`config.mk`:
```
export PLATFORM = sky130hd
export DESIGN_NAME = prefix_chunk_adder_seq
export DESIGN_NICKNAME = d
export VERILOG_FILES = /design/src/rtl/prefix_chunk_adder_seq.sv
export SDC_FILE = /design/constraint.sdc
export NUM_CORES = 1
export LEC_CHECK = 0
export BUFFER_PORTS_ARGS = -buffer_cell sky130_fd_sc_hd__buf_2
export CORE_AREA = 2 2 96 98
export CTS_CLUSTER_DIAMETER = 60
export CTS_CLUSTER_SIZE = 30
export DETAILED_ROUTE_END_ITERATION = 16
export DIE_AREA = 0 0 98 100
export PLACE_DENSITY = 0.8
export SYNTH_ARGS = -nofsm -noshare
export SYNTH_HDL_FRONTEND = slang
export SYNTH_SLANG_ARGS = --single-unit
```
`constraint.sdc`:
```
create_clock -name clk -period 6.35 [get_ports clk]
set_input_delay 1.27 -clock clk [delete_from_list [all_inputs] [get_ports clk]]
set_output_delay 1.27 -clock clk [all_outputs]
set_load 0.01 [all_outputs]
```
`src/rtl/prefix_chunk_adder_seq.sv`:
```
// Multi-cycle wide adder built around one CHUNK-bit parallel-prefix carry network.
// The operands are walked least-significant chunk first, one chunk per clock.
// The carry between chunks lives in a register that feeds the prefix carry-in.

// Prefix carry network: gout[i] = carry out of bit i given gen/prp and cin.
// SPEED selects the topology: 0 ripple, 1 Brent-Kung, 2 Sklansky.
module prefix_and_or_cfast #(
    parameter int WIDTH = 8,
    parameter int SPEED = 1
) (
    input  logic [WIDTH-1:0] gen,
    input  logic [WIDTH-1:0] prp,
    input  logic             cin,
    output logic [WIDTH-1:0] gout
);
    localparam int NL = $clog2(WIDTH);

    logic [WIDTH-1:0] g_w;
    logic [WIDTH-1:0] p_w;
    logic [WIDTH-1:0] g_n;
    logic [WIDTH-1:0] p_n;
    logic             carry_w;

    // Build the group generate for each prefix [i:0], with cin folded into bit 0
    always_comb begin
        g_w     = gen;
        p_w     = prp;
        g_n     = '0;
        p_n     = '0;
        carry_w = cin;
        g_w[0]  = gen[0] | (prp[0] & cin);
        if (SPEED == 0) begin
            for (int i = 0; i < WIDTH; i++) begin
                g_w[i]  = gen[i] | (prp[i] & carry_w);
                carry_w = g_w[i];
            end
        end else if (SPEED == 2) begin
            // Sklansky: each level doubles the span, upper half of a block takes the block's lower prefix
            for (int l = 0; l < NL; l++) begin
                g_n = g_w;
                p_n = p_w;
                for (int i = 0; i < WIDTH; i++) begin
                    if (((i >> l) & 1) == 1) begin
                        g_n[i] = g_w[i] | (p_w[i] & g_w[((i >> l) << l) - 1]);
                        p_n[i] = p_w[i] & p_w[((i >> l) << l) - 1];
                    end
                end
                g_w = g_n;
                p_w = p_n;
            end
        end else begin
            // Brent-Kung up-sweep: combine pairs at doubling strides
            for (int l = 0; l < NL; l++) begin
                g_n = g_w;
                p_n = p_w;
                for (int i = 0; i < WIDTH; i++) begin
                    if (((i + 1) % (2 << l)) == 0) begin
                        g_n[i] = g_w[i] | (p_w[i] & g_w[i - (1 << l)]);
                        p_n[i] = p_w[i] & p_w[i - (1 << l)];
                    end
                end
                g_w = g_n;
                p_w = p_n;
            end
            // Brent-Kung down-sweep: fill in the intermediate positions
            for (int l = NL - 2; l >= 0; l--) begin
                g_n = g_w;
                p_n = p_w;
                for (int i = 0; i < WIDTH; i++) begin
                    if ((((i + 1) % (2 << l)) == (1 << l)) && (i >= (2 << l))) begin
                        g_n[i] = g_w[i] | (p_w[i] & g_w[i - (1 << l)]);
                        p_n[i] = p_w[i] & p_w[i - (1 << l)];
                    end
                end
                g_w = g_n;
                p_w = p_n;
            end
        end
        gout = g_w;
    end
endmodule

module prefix_chunk_adder_seq #(
    parameter int OPW   = 32,
    parameter int CHUNK = 8,
    parameter int SPEED = 1
) (
    input  logic           clk,
    input  logic           rst_n,
    input  logic           in_valid,
    output logic           in_ready,
    input  logic [OPW-1:0] a,
    input  logic [OPW-1:0] b,
    input  logic           ci,
    output logic           out_valid,
    input  logic           out_ready,
    output logic [OPW-1:0] s,
    output logic           co,
    output logic           prop
);
    localparam int NCH = (OPW + CHUNK - 1) / CHUNK;
    localparam int CW  = (NCH > 1) ? $clog2(NCH) : 1;
    localparam int PW  = NCH * CHUNK;
    localparam int R   = OPW % CHUNK;
    // Carry out of the top real bit; padding bits above it must not influence CO
    localparam int COI = (R != 0) ? (R - 1) : (CHUNK - 1);
    localparam logic [CW-1:0] LAST = CW'(NCH - 1);

    typedef enum logic [1:0] {IDLE, RUN, DONE} state_t;

    state_t           state_reg, state_next;
    logic [CW-1:0]    cnt_reg;
    logic [PW-1:0]    a_reg, b_reg;
    logic             carry_reg;
    logic             prop_acc_reg;
    logic [OPW-1:0]   s_reg;
    logic             co_reg;
    logic             prop_reg;

    logic             accept;
    logic             last_chunk;
    int               base;
    logic [CHUNK-1:0] a_chunk, b_chunk;
    logic [CHUNK-1:0] gen, prp, go, sum, valid_mask;
    logic             chunk_prop;

    // Select the current chunk and form its local generate/propagate and sum
    always_comb begin
        base       = int'(cnt_reg) * CHUNK;
        a_chunk    = a_reg[base +: CHUNK];
        b_chunk    = b_reg[base +: CHUNK];
        gen        = a_chunk & b_chunk;
        prp        = a_chunk ^ b_chunk;
        valid_mask = '0;
        for (int i = 0; i < CHUNK; i++) begin
            valid_mask[i] = ((base + i) < OPW);
        end
        chunk_prop = &(prp | ~valid_mask);
        sum        = prp ^ {go[CHUNK-2:0], carry_reg};
        last_chunk = (cnt_reg == LAST);
    end

    prefix_and_or_cfast #(
        .WIDTH (CHUNK),
        .SPEED (SPEED)
    ) u_prefix (
        .gen  (gen),
        .prp  (prp),
        .cin  (carry_reg),
        .gout (go)
    );

    // State register
    always_ff @(posedge clk or negedge rst_n) begin
        if (!rst_n) begin
            state_reg <= IDLE;
        end else begin
            state_reg <= state_next;
        end
    end

    // Next-state and handshake outputs
    always_comb begin
        state_next = state_reg;
        in_ready   = 1'b0;
        out_valid  = 1'b0;
        accept     = 1'b0;
        case (state_reg)
            IDLE: begin
                in_ready = 1'b1;
                if (in_valid) begin
                    accept     = 1'b1;
                    state_next = RUN;
                end
            end
            RUN: begin
                if (last_chunk) begin
                    state_next = DONE;
                end
            end
            DONE: begin
                out_valid = 1'b1;
                if (out_ready) begin
                    state_next = IDLE;
                end
            end
            default: state_next = IDLE;
        endcase
    end

    // Operand capture, per-chunk sum write-back and carry/propagate chaining
    always_ff @(posedge clk or negedge rst_n) begin
        if (!rst_n) begin
            cnt_reg      <= '0;
            a_reg        <= '0;
            b_reg        <= '0;
            carry_reg    <= 1'b0;
            prop_acc_reg <= 1'b0;
            s_reg        <= '0;
            co_reg       <= 1'b0;
            prop_reg     <= 1'b0;
        end else if (accept) begin
            a_reg        <= PW'(a);
            b_reg        <= PW'(b);
            carry_reg    <= ci;
            prop_acc_reg <= 1'b1;
            cnt_reg      <= '0;
        end else if (state_reg == RUN) begin
            for (int i = 0; i < CHUNK; i++) begin
                if ((base + i) < OPW) begin
                    s_reg[base + i] <= sum[i];
                end
            end
            carry_reg    <= go[CHUNK-1];
            prop_acc_reg <= prop_acc_reg & chunk_prop;
            if (last_chunk) begin
                co_reg   <= go[COI];
                prop_reg <= prop_acc_reg & chunk_prop;
            end else begin
                cnt_reg  <= cnt_reg + CW'(1);
            end
        end
    end

    assign s    = s_reg;
    assign co   = co_reg;
    assign prop = prop_reg;
endmodule

```
==> flow_summary_export.csv <==
group,metric,value,unit
status,status,"completed",
logic_synthesis,synth-async-reset-ratio,100,%
logic_synthesis,synth_top_area_share,55.5,%
power,switching_share,39.1,%
sta,period_share,59.2,%
sta,setup_viol,0,
logic_synthesis,syn_inst,322,
finish,syn2layout_area_growth,16.8,%
logic_synthesis,synth_edf_count,0,
power,powerDensity,621,nW/um2
detailed_routing,ant_nets,0,
clock_tree,cts_root_buf,"clkbuf_8",
grt,antenna_found_initial,0,
clock_tree,cts_hold_buf,0,
placement,post_dp_cell_area,5280,um2
min_path,hold_class,"flip-flop to flip-flop",
placement,place_congestion,0.802,
power,p_leak,2.57,nW
setup_path,arrival,3.98,ns
clock_tree,cts_sinks,104,
sta,worst_pin_slew,0.852,ns
grt,grt_overflow,0,
placement,placed_cells,523,
sta,finClkSkew,0.0121,ns
setup_path,critPathMaxFanout,17,
clock_tree,clk_pin_slew,0.09,ns
logic_synthesis,synthTopCellsByArea,"dfrtp_1 55%, mux2_2 17%, mux4_2 7.7%, ha_1 3.2%, o21ai_0 2.5%",
die,row_count,35,
logic_synthesis,ys.flop_type,"dfrtp_1",
grt,grt_pass1_wl,15.6,mm
setup_path,r2r_slack,2.59,ns
detailed_routing,drt-initial-drc-count,125,
setup_path,worstSetupPathType,"flip-flop to flip-flop",
power,max-vdd-ir-drop,0.269,mV
power,clockPowerShare,11.9,%
clock_tree,post_cts_buffers,0,
detailed_routing,wl,9.35,mm
grt,grt_usage,20.4,%
setup_path,required,6.57,ns
die,start_util,52.8,%
sta,final_hold_viol_count,0,
setup_path,worstSetupEndpointType,"flip-flop",
detailed_routing,route.vias.total,2956,
die,die_h,100,um
placement,numPortBuffers,104,
clock_tree,clk_latency,0.36,ns
setup_path,rr_startpoint,"cnt_reg[0]$_DFFE_PN0P_",
clock_tree,cts_max_level,3,
sta,drv_slew,0,
logic_synthesis,ys_types,37,
finish,fill_cells,676,
setup_path,r2r_end,"s[15]$_DFFE_PN0P_",
setup_path,cp-startpoint,"cnt_reg[0]$_DFFE_PN0P_",
logic_synthesis,synth_area,4690,um2
detailed_routing,drcViolationCount,0,
sta,fin_tns_setup,0,ns
finish,drive_above_1_share,50.2,%
clock_tree,clk_path_buf_depth,2,
finish,finalNetCount,509,
die,coreArea,8890,um2
sta,rsz0062_at_grt,"no",
power,p_sw,0.00133,W
detailed_routing,vias_per_cell,5.48,
detailed_routing,wire_per_inst,17.3,um
grt,grt_max_degree,71,
finish,antennaDiodeCount,0,
finish,final_cell_count_no_fill,539,
logic_synthesis,synth_top_area_cell,"dfrtp_1",
clock_tree,cts_tree,"built",
setup_path,cp-endpoint,"s[15]$_DFFE_PN0P_",
die,die_w,98,um
sta,post-route-min-period,3.76,ns
setup_path,crit_path_start_kind,"flip-flop",
sta,slew_headroom,43.2,%
power,power_frac_seq,35.6,%
sta,fmax,266,MHz
logic_synthesis,yosysWarnings,0,
clock_tree,cts_made_buffers,9,
detailed_routing,first_pass_iters,4,
logic_synthesis,syn_avg_cell_area,14.6,um2
setup_path,reg2reg_depth,12,
logic_synthesis,seq_area_frac_synth,55.5,%
finish,fin_area,5480,um2
power,fin_total_pwr,0.00340,W
placement,hpwl,6.91,mm
run,max-cap-violations,0,
die,num_io_pins,105,
grt,grt_pass1_vias,3141,
logic_synthesis,yosys_register_bits,104,
power,p_int,0.00207,W
power,combPwrFrac,52.6,%
clock_tree,cts_resized,0,
die,dieArea,9800,um2
logic_synthesis,syn_nets,408,
==> worst max-delay path, stage by stage, from the launching register on <==
cell and delay (ns):
dfrtp_1 0.44, buf_4 0.35, mux4_2 0.57, inv_1 0.10
fa_1 0.17, inv_1 0.05, fa_1 0.38, and3_1 0.21
or2_2 0.32, a31o_2 0.26, fa_1 0.37, xnor2_1 0.26
o21ai_0 0.14
==> power by group through the flow <==
| stage | Combinational (W) | Sequential [W] | Clock (W) |
|---|---|---|---|
| final | 0.00179 | 0.00121 | 0.000404 |
| after global routing | 0.00198 | 0.00125 | 0.000446 |
| after CTS | 0.00180 | 0.00121 | 0.000410 |
| after detailed placement | 0.00179 | 0.00123 | 0 |
| after global placement | 0.00171 | 0.00121 | 0 |
| after floorplan | 0.00131 | 0.00118 | 0 |
==> kinds of logic after synthesis <==
group / share of synthesized area (%)
multiplexers: 26.1
adder cells (fa/ha/maj): 5.34
XOR/XNOR: 0.747
flip-flops: 55.5
AND/OR/NAND/NOR: 4.80
buffers and inverters: 2.96
AO/OA/AOI/OAI: 4.51
==> cells in the final DEF, fill, tap and decap left out, types with 2 or more instances in the layout <==
master / count
dfrtp_1: 104
buf_2: 103
mux2_2: 71
o21ai_0: 23
nand2_1: 21
mux4_2: 16
ha_1: 12
inv_1: 11
clkbuf_8: 9
mux2_1: 5
fa_1: 5
buf_4: 4
a21o_1: 3
nor2_1: 3
nand3b_1: 3
xnor2_1: 3
or2_2: 2
a21oi_1: 2
nand4_1: 2
a22oi_1: 2
clkinvlp_4: 2
==> area by class of cell <==
type / count / area (um2) / area share, %
inverter: 11 / 41.3 / 0.754
clock buffer: 10 / 128 / 2.33
multi-input combinational: 190 / 1950 / 35.7
tap: 111 / 139 / 2.54
sequential: 104 / 2600 / 47.5
timing repair buffer: 107 / 546 / 9.96
clock inverter: 6 / 67.6 / 1.23
==> Yosys cell counts (2+ instances only) <==
master and instances:
dfrtp_1 104, mux2_2 71, o21ai_0 23, nand2_1 21
mux4_2 16, buf_2 12, ha_1 12, inv_1 11
fa_1 5, mux2_1 5, a21o_1 3, buf_4 3
nand3b_1 3, nor2_1 3, xnor2_1 3, a21oi_1 2
a22oi_1 2, nand4_1 2, nor3b_2 2, or2_2 2
==> routing by layer <==
layer | up-vias | GRT usage (%) | part of all wire, %
met5 | - | 0 | 0
met4 | 0 | 7.91 | 2.6
met3 | 21 | 4.32 | 6.8
met2 | 120 | 31.8 | 47
met1 | 1462 | 28.7 | 43
li1 | 1353 | - | -
==> through the flow <==
step / worst slack, ns / util [%] / hold WS, ns
6_report: 2.59 / 61.6 / 0.482
5_1_grt: 2.31 / 61.6 / 0.509
4_1_cts: 2.55 / 61.6 / 0.486
3_5_place_dp: 2.57 / 59.4 / 0.466
3_3_place_gp: 2.72 / 59.4 / 0.456
2_1_floorplan: 3.02 / - / 0.453
==> worst min-delay path by stage <==
stage	from	endpoint	slack, ns	cells past startpoint
after floorplan	a_reg[26]$_DFFE_PN0P_	a_reg[26]$_DFFE_PN0P_	0.45	1
after global placement	s[16]$_DFFE_PN0P_	s[16]$_DFFE_PN0P_	0.46	2
after detailed placement	s[8]$_DFFE_PN0P_	s[8]$_DFFE_PN0P_	0.47	2
after CTS	s[8]$_DFFE_PN0P_	s[8]$_DFFE_PN0P_	0.49	2
after global routing	a_reg[28]$_DFFE_PN0P_	a_reg[28]$_DFFE_PN0P_	0.51	1
final	s[11]$_DFFE_PN0P_	s[11]$_DFFE_PN0P_	0.48	2
Note: power is estimated with default switching activity, not from simulation.
